[src/rtl/rand_lfsr_seq.sv]
// rand_lfsr_seq: WIDTH-bit shift/LFSR register that runs a requested number of shifts on a start/busy/done handshake.
//
// Ports:
//   clk             - clock, rising edge
//   rst             - asynchronous active-low reset
//   load            - load seed_in into the register and clear the shift counter (aborts a run)
//   seed_in         - seed value
//   start           - request a run of `steps` shifts (ignored unless idle)
//   steps           - number of shifts, sampled with start
//   mode            - 0: shift with zero fill, 1: LFSR feedback; sampled with start
//   busy            - high while a run is in progress
//   done            - one-cycle pulse after the final shift
//   data_out        - current register value
//   result          - top RES_W bits of the register
//   shift_count_out - shifts performed since the last start or load
//
// Build option: define RAND_LOCKUP_GUARD_EN to substitute SEED_DEFAULT for an
// all-zero seed on load, and for an all-zero state when starting in LFSR mode.
module rand_lfsr_seq #(
    parameter int WIDTH = 6,
    parameter logic [WIDTH-1:0] TAPS = 6'b101010,
    parameter int RES_W = 2,
    parameter int CNT_W = 3,
    parameter logic [WIDTH-1:0] SEED_DEFAULT = WIDTH'(1)
) (
    input  logic             clk,
    input  logic             rst,
    input  logic             load,
    input  logic [WIDTH-1:0] seed_in,
    input  logic             start,
    input  logic [CNT_W-1:0] steps,
    input  logic             mode,
    output logic             busy,
    output logic             done,
    output logic [WIDTH-1:0] data_out,
    output logic [RES_W-1:0] result,
    output logic [CNT_W-1:0] shift_count_out
);
    typedef enum logic [1:0] {IDLE, RUN, DONE} fsm_t;

`ifdef RAND_LOCKUP_GUARD_EN
    localparam bit GUARD = 1'b1;
`else
    localparam bit GUARD = 1'b0;
`endif

    fsm_t fsm, fsm_n;
    logic [WIDTH-1:0] sr, sr_n, seed_eff, start_sr, shifted;
    logic [CNT_W-1:0] cnt, cnt_n, cnt_inc, steps_q, steps_n;
    logic mode_q, mode_n;

    assign seed_eff = (GUARD && seed_in == '0) ? SEED_DEFAULT : seed_in;
    assign start_sr = (GUARD && mode && sr == '0) ? SEED_DEFAULT : sr;
    assign shifted  = {sr[WIDTH-2:0], mode_q & (^(sr & TAPS))};
    assign cnt_inc  = cnt + CNT_W'(1);

    // Load wins in every state: it reseeds, clears the counter and abandons any run.
    always_comb begin
        fsm_n   = fsm;
        sr_n    = sr;
        cnt_n   = cnt;
        steps_n = steps_q;
        mode_n  = mode_q;
        if (load) begin
            sr_n  = seed_eff;
            cnt_n = '0;
            fsm_n = IDLE;
        end else if (fsm == IDLE && start) begin
            sr_n    = start_sr;
            cnt_n   = '0;
            steps_n = steps;
            mode_n  = mode;
            fsm_n   = (steps == '0) ? DONE : RUN;
        end else if (fsm == RUN) begin
            sr_n  = shifted;
            cnt_n = cnt_inc;
            fsm_n = (cnt_inc == steps_q) ? DONE : RUN;
        end else if (fsm != IDLE) begin
            fsm_n = IDLE;
        end
    end

    always_ff @(posedge clk or negedge rst) begin
        if (!rst) begin
            fsm     <= IDLE;
            sr      <= '0;
            cnt     <= '0;
            steps_q <= '0;
            mode_q  <= 1'b0;
        end else begin
            fsm     <= fsm_n;
            sr      <= sr_n;
            cnt     <= cnt_n;
            steps_q <= steps_n;
            mode_q  <= mode_n;
        end
    end

    assign busy            = (fsm == RUN);
    assign done            = (fsm == DONE);
    assign data_out        = sr;
    assign result          = sr[WIDTH-1 -: RES_W];
    assign shift_count_out = cnt;
endmodule

[config.mk]
export PLATFORM = sky130hd
export DESIGN_NAME = rand_lfsr_seq
export DESIGN_NICKNAME = d
export VERILOG_FILES = /design/src/rtl/rand_lfsr_seq.sv
export SDC_FILE = /design/constraint.sdc
export NUM_CORES = 1
export LEC_CHECK = 0
export CAP_MARGIN = 20
export CELL_PAD_IN_SITES_DETAIL_PLACEMENT = 0
export CELL_PAD_IN_SITES_GLOBAL_PLACEMENT = 1
export CORE_MARGIN = 8
export CORE_UTILIZATION = 45
export CTS_CLUSTER_SIZE = 14
export DETAILED_ROUTE_END_ITERATION = 6
export DONT_BUFFER_PORTS = 1
export PLACE_DENSITY = 0.74
export SLEW_MARGIN = 20
export SYNTH_ARGS = -nofsm -noshare
export SYNTH_HDL_FRONTEND = slang
export SYNTH_SLANG_ARGS = --single-unit
[constraint.sdc]
create_clock -name clk -period 1.8 [get_ports clk]
set_input_delay 0.36 -clock clk [delete_from_list [all_inputs] [get_ports clk]]
set_output_delay 0.36 -clock clk [all_outputs]
set_load 0.02 [all_outputs]
==> qor.yml <==
cts_resized: 0
crit_required_ps: 1440
post-cts-setup-buffers: 0
overflow: 0
synth.area.top_cells: "dfrtp_1, mux2i_1, xor3_1"
hp-start: "load"
crit_type: "flip-flop to output port"
area_growth_pct: 7.29
stdcell_area_um2: 828
die_area_um2: 3300
irDropWorstVdd_mv: 0.523
synth_seq_area_share_pct: 48.6
slew_violations: 0
hp-class: "primary input to flip-flop"
synth_cell_types: 26
grt_usage_pct: 10.0
grt_setup_unrepaired: "no"
rows: 15
ff2ff_setup_slack_ps: 280
cts_sinks: 15
worstSetupEndpointType: "output port"
hold_depth: 1
coreArea_um2: 1670
synth.most_common_cell: "dfrtp_1"
placed_cell_area_um2: 792
dp_hpwl_mm: 1.24
synthesis.area_um2: 772
initial_core_util_pct: 46.2
ff_latch_area_um2: 375
yosysTopAreaCell: "dfrtp_1"
wl_per_cell_um: 18.8
finalHoldViolCount: 0
htreeDepth: 1
max-slew-margin-rel_pct: 53.0
num_vias: 508
setup_tns_ps: 0
p_total_uw: 766
routed_wirelength_mm: 1.63
finClkSkew_ps: 5.00
power_leakage_uw: 0.000394
holdPathEnd: "shift_count_out[0]"
synth.top_cells.by_count: "dfrtp_1, mux2i_1, nand2_1, o21ai_0"
cts_tree: "yes"
clk_latency_ps: 270
setup_viol: 0
worstReg2RegStart: "shift_count_out[0]"
dieWidth_um: 57.4
worst-slew-pin-transition_ps: 703
synth_fp_nets: 81
drc: 0
numCtsBuffers: 3
fin_crit_ps: 1570
clkSlewWorstSetupHoldPaths_ps: 90
fin_nets: 86
critPathArrivalTime_ps: 1210
synth_top_area_share_pct: 48.6
antenna_found_initial: 0
dr.pass1.iters: 4
fmax_mhz: 636
r2r_end: "fsm[1]"
gp_congestion: 0.780
grt_pass1_wl_mm: 2.55
grt_max_degree: 18
syn_area_per_cell_um2: 11.7
n_fill_cell: 158
finalWorstSetupSlack_ps: 229
postSynthCellCount: 66
port_buffers: 0
cap_violations: 0
synth-seq-cells: 15
cts_buffer_depth: 2
antenna_cells: 0
timing.final.crit_share_pct: 87.3
ioPinCount: 27
drt_iter0_markers: 5
p_per_area_nw_per_um2: 925
drive_above_1_share_pct: 18.6
status: "finished clean"
synth.yosys.warnings: 0
ys.flop_type: "dfrtp_1"
die_h_um: 57.4
post-place-ws_ps: 291
start_kind: "flip-flop"
post-route-util_pct: 49.6
ant_nets: 0
multi_input_area_um2: 369
via_per_inst: 5.84
cts_root_buf: "clkbuf_4"
r2r_cells: 4
async_flop_share_pct: 100
synth_edf_count: 0
grt_pass1_vias: 511
cp_max_fo: 7
## through the flow
stage               hold slack [ps]  instances
floorplan                      64.4         66
global placement               64.8         82
detailed placement             64.7         82
CTS                             137         87
global route                    133         87
finish                          147         87
## cells by family (layout without fill, tap and decap cells)
| family | after synthesis | after routing | synth area share [%] |
|---|---|---|---|
| AND/OR/NAND/NOR | 18 | 18 | 13.1 |
| flip-flops | 15 | 15 | 48.6 |
| adder cells (fa/ha/maj) | 1 | 1 | 1.62 |
| XOR/XNOR | 6 | 6 | 10.7 |
| buffers and inverters | 5 | 9 | 3.56 |
| AO/OA/AOI/OAI | 11 | 11 | 8.75 |
| multiplexers | 10 | 10 | 13.6 |
## what timing repair did
item / 4_1_cts / 5_1_grt
endpoints found under the hold margin: 15 / 0
endpoints found under the setup margin: 0 / 0
hold buffers: 1 / 0
## cell type report
type | count | area share [%]
clock buffer | 4 | 3.17
inverter | 1 | 0.453
tap | 17 | 2.57
timing repair buffer | 4 | 3.93
multi-input combinational | 46 | 44.6
sequential | 15 | 45.3
## per-layer routing
metal,global-route usage (%),vias to the layer above,wire [µm]
met1,12.2,252,739
met5,0,-,0
met3,3.36,2,101
li1,-,243,-
met2,15.8,11,777
met4,4.29,0,14
## where the power goes
part	internal (µW)	leakage, µW	switching [µW]	total (µW)
combinational	78.2	0.000192	61.0	139
sequential	375	0.000188	66.0	441
clock	85.7	0.0000150	99.9	186
## worst max-delay path, cell delays in order, from the launching register on
cell      delay, ps
dfrtp_1         430
nand2b_1        250
inv_2           260
## registers in the layout (all words and copies together) (netlist names)
| name | cells |
|---|---|
| data_out | 6 |
| shift_count_out | 3 |
| steps_q | 3 |
| fsm | 2 |
| mode_q | 1 |
## worst max-delay path by stage
| stage | endpoint | slack [ps] | from |
|---|---|---|---|
| 2_1_floorplan | fsm[0] | 400 | shift_count_out[0] |
| 3_3_place_gp | fsm[0] | 330 | shift_count_out[0] |
| 3_5_place_dp | fsm[1] | 290 | shift_count_out[0] |
| 4_1_cts | busy | 210 | fsm[1] |
| 5_1_grt | busy | 140 | fsm[1] |
| 6_report | busy | 230 | fsm[1] |
## placed cells by master, fill, tap and decap left out, drive strengths merged
cell         count
nand2            5
o31ai            2
o21ai            5
xnor2            2
a21boi           1
nand2b           1
dfrtp           15
mux2             4
xor2             2
and2b            1
o211a            1
buf              3
nor4             1
nor2             1
xor3             2
nor3             4
nor2b            2
ha               1
clkbuf           4
nand3b           1
nand3            1
dlygate4sd3      1
inv              1
nor3b            1
mux2i            6
a21oi            2
Note: power is estimated with default switching activity, not from simulation.
